===== config.mk =====
export PLATFORM = sky130hd
export DESIGN_NAME = div_unit
export DESIGN_NICKNAME = d
export VERILOG_FILES = /design/src/rtl/div_unit.sv
export SDC_FILE = /design/constraint.sdc
export NUM_CORES = 1
export LEC_CHECK = 0
export ABC_CLOCK_PERIOD_IN_PS = 6300
export CELL_PAD_IN_SITES_DETAIL_PLACEMENT = 1
export CELL_PAD_IN_SITES_GLOBAL_PLACEMENT = 1
export CORE_MARGIN = 10
export CORE_UTILIZATION = 46
export CTS_CLUSTER_DIAMETER = 150
export CTS_CLUSTER_SIZE = 20
export DETAILED_ROUTE_END_ITERATION = 7
export HOLD_SLACK_MARGIN = 0.15
export PLACE_DENSITY = 0.87
export REMOVE_ABC_BUFFERS = 1
export SYNTH_ARGS = -nofsm -noshare
export SYNTH_HDL_FRONTEND = slang
export SYNTH_SLANG_ARGS = --single-unit

===== constraint.sdc =====
create_clock -name clk -period 6.3 [get_ports clk]
set_clock_uncertainty 0.2 [all_clocks]
set_input_delay 0.63 -clock clk [delete_from_list [all_inputs] [get_ports clk]]
set_output_delay 0.63 -clock clk [all_outputs]
set_load 0.005 [all_outputs]

===== src/rtl/div_unit.sv =====
// Iterative radix-2 restoring divider for DIV/DIVU/REM/REMU.
// Divide-by-zero and signed overflow complete in a single cycle.
module div_unit #(
  parameter int WIDTH = 32,
  parameter int TAG_W = 5
) (
  input  logic             clk,
  input  logic             rst,
  input  logic             start,
  input  logic             flush,
  input  logic [1:0]       op,
  input  logic [WIDTH-1:0] dividend,
  input  logic [WIDTH-1:0] divisor,
  input  logic [TAG_W-1:0] tag_in,
  output logic             busy,
  output logic             done,
  output logic [WIDTH-1:0] result,
  output logic [TAG_W-1:0] tag_out
);

  localparam int CW = $clog2(WIDTH);

  typedef enum logic [1:0] {IDLE, CALC, FIX, DONE} state_t;

  state_t            state_q, state_d;
  logic [CW-1:0]     cnt_q, cnt_d;
  logic [WIDTH-1:0]  rem_q, rem_d;
  logic [WIDTH-1:0]  quot_q, quot_d;
  logic [WIDTH-1:0]  dvsr_q, dvsr_d;
  logic              negq_q, negq_d;
  logic              negr_q, negr_d;
  logic              selr_q, selr_d;
  logic [TAG_W-1:0]  tag_q, tag_d;
  logic [WIDTH-1:0]  res_q, res_d;
  logic [TAG_W-1:0]  tago_q, tago_d;

  logic              sgn, a_neg, b_neg;
  logic              div0, ovf, accept;
  logic [WIDTH-1:0]  a_abs, b_abs;
  logic [WIDTH:0]    shift, diff;
  logic              ge;
  logic [WIDTH-1:0]  q_fix, r_fix;

  assign sgn    = ~op[0];
  assign a_neg  = sgn & dividend[WIDTH-1];
  assign b_neg  = sgn & divisor[WIDTH-1];
  assign a_abs  = a_neg ? -dividend : dividend;
  assign b_abs  = b_neg ? -divisor : divisor;
  assign div0   = (divisor == '0);
  assign ovf    = sgn
                & (dividend == {1'b1, {(WIDTH-1){1'b0}}})
                & (&divisor);
  assign accept = start & ~flush
                & ((state_q == IDLE) | (state_q == DONE));

  // 33-bit trial subtract keeps full-magnitude unsigned operands safe
  assign shift = {rem_q, quot_q[WIDTH-1]};
  assign diff  = shift - {1'b0, dvsr_q};
  assign ge    = ~diff[WIDTH];
  assign q_fix = negq_q ? -quot_q : quot_q;
  assign r_fix = negr_q ? -rem_q : rem_q;

  always_comb begin
    state_d = state_q;
    cnt_d   = cnt_q;
    rem_d   = rem_q;
    quot_d  = quot_q;
    dvsr_d  = dvsr_q;
    negq_d  = negq_q;
    negr_d  = negr_q;
    selr_d  = selr_q;
    tag_d   = tag_q;
    res_d   = res_q;
    tago_d  = tago_q;
    unique case (state_q)
      IDLE, DONE: begin
        state_d = IDLE;
        if (accept) begin
          if (div0) begin
            state_d = DONE;
            res_d   = op[1] ? dividend : '1;
            tago_d  = tag_in;
          end else if (ovf) begin
            state_d = DONE;
            res_d   = op[1] ? '0
                    : {1'b1, {(WIDTH-1){1'b0}}};
            tago_d  = tag_in;
          end else begin
            state_d = CALC;
            cnt_d   = CW'(WIDTH - 1);
            rem_d   = '0;
            quot_d  = a_abs;
            dvsr_d  = b_abs;
            negq_d  = a_neg ^ b_neg;
            negr_d  = a_neg;
            selr_d  = op[1];
            tag_d   = tag_in;
          end
        end
      end
      CALC: begin
        if (flush) begin
          state_d = IDLE;
        end else begin
          rem_d  = ge ? diff[WIDTH-1:0] : shift[WIDTH-1:0];
          quot_d = {quot_q[WIDTH-2:0], ge};
          cnt_d  = cnt_q - 1'b1;
          if (cnt_q == '0) state_d = FIX;
        end
      end
      FIX: begin
        if (flush) begin
          state_d = IDLE;
        end else begin
          state_d = DONE;
          res_d   = selr_q ? r_fix : q_fix;
          tago_d  = tag_q;
        end
      end
      default: state_d = IDLE;
    endcase
  end

  always_ff @(posedge clk) begin
    if (rst) begin
      state_q <= IDLE;
      cnt_q   <= '0;
      rem_q   <= '0;
      quot_q  <= '0;
      dvsr_q  <= '0;
      negq_q  <= 1'b0;
      negr_q  <= 1'b0;
      selr_q  <= 1'b0;
      tag_q   <= '0;
      res_q   <= '0;
      tago_q  <= '0;
    end else begin
      state_q <= state_d;
      cnt_q   <= cnt_d;
      rem_q   <= rem_d;
      quot_q  <= quot_d;
      dvsr_q  <= dvsr_d;
      negq_q  <= negq_d;
      negr_q  <= negr_d;
      selr_q  <= selr_d;
      tag_q   <= tag_d;
      res_q   <= res_d;
      tago_q  <= tago_d;
    end
  end

  assign busy    = (state_q == CALC) | (state_q == FIX);
  assign done    = (state_q == DONE);
  assign result  = res_q;
  assign tag_out = tago_q;

endmodule


* After elaboration in Yosys (flattened, before gate mapping)
Cells that the tools add are included.
** Cells by class
- $add $sub $neg :: 6
- Multipliers :: 0
- Divide/modulo/power cells :: 0
- Magnitude comparators :: 0
- Equality and inequality tests :: 11
- Shifts and indexed selects :: 0
- Mux-type cells :: 40
- Bitwise operators :: 14
- Reductions and logical operators :: 10
** Operator list (count)
- $mux W32 :: 20
- $pmux W32 S2 :: 3
- $neg A32 Y32 :: 4
- $mux W5 :: 8
- $sub A33 B32 Y33 :: 1
- $eq A32 B32 Y1 const B :: 1
- $logic_not A32 Y1 :: 1
- $reduce_and A32 Y1 :: 1
- $pmux W5 S2 :: 2
- $mux W2 :: 6
- $ne A2 B2 Y1 const B :: 5
- $reduce_and A4 Y1 :: 2
- $and A1 B1 Y1 :: 6
- $ne A3 B3 Y1 const B :: 2
- $pmux W2 S3 :: 1
- $logic_not A5 Y1 :: 1
- $not A1 Y1 :: 5
- $reduce_and A5 Y1 :: 1
- $sub A5 B1 Y5 const B :: 1
- $eq A2 B2 Y1 const B :: 2
- $reduce_bool A2 Y1 :: 2
- $eq A2 B1 Y1 const B :: 1
- $logic_not A2 Y1 :: 1
- $or A1 B1 Y1 :: 2
- other kinds (2) :: 2
** Word-level totals
- Flip-flop bits (word level) :: 148
- Latch bits :: 0
- RAM bits :: 0
- Bits in read-only memories :: 0
- Input port bits :: 75
- Output and inout bits :: 39
- Word-level logic and storage cells :: 92
- Memories kept :: 0

* Logic depth before layout (Yosys ltp)
- Depth after elaboration :: 7
- Mapped depth :: 14
- Gate-level depth less buffers :: 11

* Worst setup path before layout
Ideal clock, no wire load.
- Path kind :: flip-flop to flip-flop
- From :: register quot_q[31]
- To :: register rem_q[10]
- Setup time :: 0.138 ns
- Arrival time :: 3.116 ns
- Data required time :: 5.962 ns
- Setup slack :: 2.846 ns
- Stages on the path, launching flop included :: 15
- Path buffers :: 3
- Clock period less this slack :: 3.454 ns
- Cells stage by stage :: dfxtp_1 -> inv_1 -> ha_1 -> fa_1 -> nand2b_1 -> a21oi_1 -> o21ai_1 -> a2111o_1 -> a21boi_1 -> o21a_1 -> clkbuf_1 -> or3_1 -> buf_2 -> clkbuf_1 -> o221ai_1
** Between the ends
- Word-level cells in the longest chain between the ends :: 4
** Ends and longest elaborated chain
- start, declared :: line 28 : logic [WIDTH-1:0] quot_q, quot_d;
- start signal, assigned :: line 141 : quot_q <= quot_d;
- $sub A33 B32 Y33 :: line 58 : assign diff = shift - {1'b0, dvsr_q};
- $mux W32 :: line 105 : rem_d = ge ? diff[WIDTH-1:0] : shift[WIDTH-1:0];
- $mux W32 :: line 102 : if (flush) begin
- $pmux W32 S2 :: line 75 : unique case (state_q)
- end signal, assigned :: line 140 : rem_q <= rem_d;
- end, declared :: line 27 : logic [WIDTH-1:0] rem_q, rem_d;
Every way passes these cells. The select of a mux whose other input is x is not followed.
A chain may end at the register's enable or synchronous reset.

* Worst setup path in the final report
- From :: register quot_q[31]
- To :: register rem_q[13]
Same word-level chain as after synthesis.

==> out/results.ini <==
[worst_setup_path]
critPathKind=reg2reg
worst_path_max_delay_cell=or3_1
cp_cell_sequence=inv_1 -> ha_1 -> fa_1 -> nand2b_1 -> a21oi_1 -> o21ai_1 -> a2111o_1 -> a21boi_1 -> o21a_1 -> or3_1 -> o221ai_1
crit_arrival_ps=4600
start_kind=flop
worst_setup_path_end_kind=flop
crit_path_max_incr_delay_ps=890
cp_max_fo=31
critPathRequiredTime_ps=6360

[status]
status=complete, no violations

[clock_tree]
cts_tree=yes
clk_pin_slew_ps=70
postCtsResizedCells=0
ctsHoldBuffers=0
cts.sinks=148
cts_inserted_buffers=17
cts_root_buf=clkbuf_16
clk_latency_ps=440
clockBufferDepth=2
postCtsSetupBuffers=0
h-tree-depth=4

[synth]
yosysSeqAreaShare_pct=26.4
yosys_warnings=0
syn-cell-area_um2=11200
synth_top_cell_by_area=dfxtp_1
synthCells=1511
synth_seq_cells=148
synthArstFlopShare_pct=0
synthTopCellsByArea=dfxtp_1, xnor2_1, nand2_1
synth_top_area_share_pct=26.4
synth.avg_cell_area_um2=7.44
synth_flop_cell=dfxtp_1
synth_edf_count=0
synthDistinctLibCells=77

[grt]
track_usage_pct=25.3
antenna_found_initial=0
grt_pass1_wl_mm=64.5
grt_overflow_total=0
grt_pass1_vias=12200
grt_start_max_net_pins=73

[power_and_ir_drop]
p_seq_share_pct=38.4
combPwrFrac_pct=21.4
p_sw_uw=844
leakage_uw=0.00480
intPower_uw=1800
powerDensity_nw_per_um2=202
peakVddDrop_mv=0.193
power_frac_clock_pct=40.2
switching_share_pct=31.9

[layout]
nets=1689
final_common_cell=nand2_1
drive_gt1_share_pct=5.11
syn2layout_area_growth_pct=16.5
final_core_util_pct=54.2
n_fill_cell=3050
ff_latch_area_um2=2960
final_cell_mix=nand2_1, dfxtp_1, nor2_1
multiInputGateArea_um2=7530
insertedDiodeCount=0

[sta]
setup_viol=0
max_freq_mhz=220
period_share_pct=72.1
hold_viol=0
tns_ps=0
max-slew-margin-rel_pct=29.5
drv_slew=0
min_period_ps=4540
worst_slew_pin_slew_ps=1060
rsz0062_at_grt=no

[drt]
ant_nets=0
routed_wl_mm=40.1
wl_met2_mm=19.5
met3_length_mm=2.11
route.detailed.drc=0
wire_per_inst_um=21.0
vias=11800
met1_length_mm=17.2
drt-initial-drc-count=783
via_per_inst=6.19
firstDrtPassIters=7
top_layer_used=met4

[floorplanning]
ios=114
chipHeight_um=176
dieArea_um2=31100
die_w_um=176
start_util_pct=46.5
core_um2=24200
rows=57

[run]
maxCapViolCount=0

[placed_design]
port_buffers=113
gp_congestion=0.956
place_hpwl_mm=29.2

[worst_hold_path]
hold_class=reg2reg

routing by layer:
| metal | GRT usage [%] | vias to the layer above |
|---|---|---|
| li1 | - | 5569 |
| met1 | 30.6 | 5773 |
| met2 | 43.4 | 377 |
| met3 | 4.19 | 92 |
| met4 | 10.4 | 0 |
| met5 | 0 | - |
cell type report:
class                           instances  area share (%)
Clock inverter                         15            1.32
Sequential cell                       148            22.6
Tap cell                              324            3.10
Timing Repair Buffer                  131            9.65
Clock buffer                           17            3.25
Inverter                               89            2.55
Multi-Input combinational cell       1184            57.5
stage by stage:
stage / hold slack, ps / total power [µW] / area (µm²) / setup slack (ps) / cells
floorplan: 239 / 1370 / 10800 / 1560 / 1421
global placement: 234 / 1560 / 12500 / 1700 / 1876
detailed placement: 247 / 1580 / 12500 / 1580 / 1876
CTS: 258 / 2640 / 13100 / 1780 / 1908
global route: 291 / 2750 / 13100 / 1490 / 1908
finish: 255 / 2640 / 13100 / 1760 / 1908
Yosys cell counts, drive strengths merged, types with 7 or more instances:
cell	count
clkbuf	57
o21ai	82
nand3	23
o211ai	48
o41ai	9
a211oi	49
dfxtp	148
nor4	13
and2	8
o221ai	30
or3	23
nand2	165
a21o	9
nor2b	22
o31ai	25
nor2	146
xor2	50
xnor2	94
a21oi	122
o22ai	7
mux2i	18
buf	33
nor3	42
nand4	28
a31oi	17
inv	89
ha	42
nand2b	19
or2	8
or4	17
critical path, delay by kind of cell (launching register included):
kind	cells	cell delay [ps]
flops	1	380
compound gates	6	1840
buf+inv	1	140
fa+ha+maj	2	670
simple gates	2	1100
registers in the layout, summed over array words and instances, names as in the netlist:
name	count
rem_q	32
tag_q	5
tag_out	5
state_q	2
quot_q	32
result	32
negq_q	1
dvsr_q	32
selr_q	1
negr_q	1
cnt_q	5
power by group through the flow:
stage / Combinational (µW) / Clock (µW) / Sequential (µW)
floorplan: 344 / 0 / 1030
global placement: 530 / 0 / 1030
detailed placement: 550 / 0 / 1030
CTS: 562 / 1070 / 1010
global route: 620 / 1110 / 1020
finish: 566 / 1060 / 1020
kinds of logic (layout without fill, tap and decap cells):
| group | Yosys count | count (layout) | synth area share [%] |
|---|---|---|---|
| xor+xnor | 144 | 144 | 11.2 |
| flops | 148 | 148 | 26.4 |
| compound gates | 445 | 445 | 26.2 |
| mux | 19 | 19 | 1.70 |
| buf+inv | 179 | 252 | 6.70 |
| fa+ha+maj | 43 | 43 | 4.85 |
| simple gates | 533 | 533 | 23.0 |
worst paths after layout:
| check | start | to | slack (ps) | cells after the start |
|---|---|---|---|---|
| min reg2reg | result[26]$_SDFFE_PP0P_ | result[26]$_SDFFE_PP0P_ | 250 | 2 |
| max reg2reg | quot_q[31]$_SDFFE_PP0P_ | rem_q[13]$_SDFFE_PP0P_ | 1760 | 11 |
| min | result[26]$_SDFFE_PP0P_ | result[26]$_SDFFE_PP0P_ | 250 | 2 |
| max | quot_q[31]$_SDFFE_PP0P_ | rem_q[13]$_SDFFE_PP0P_ | 1760 | 11 |
(Power assumes the default switching activity.)
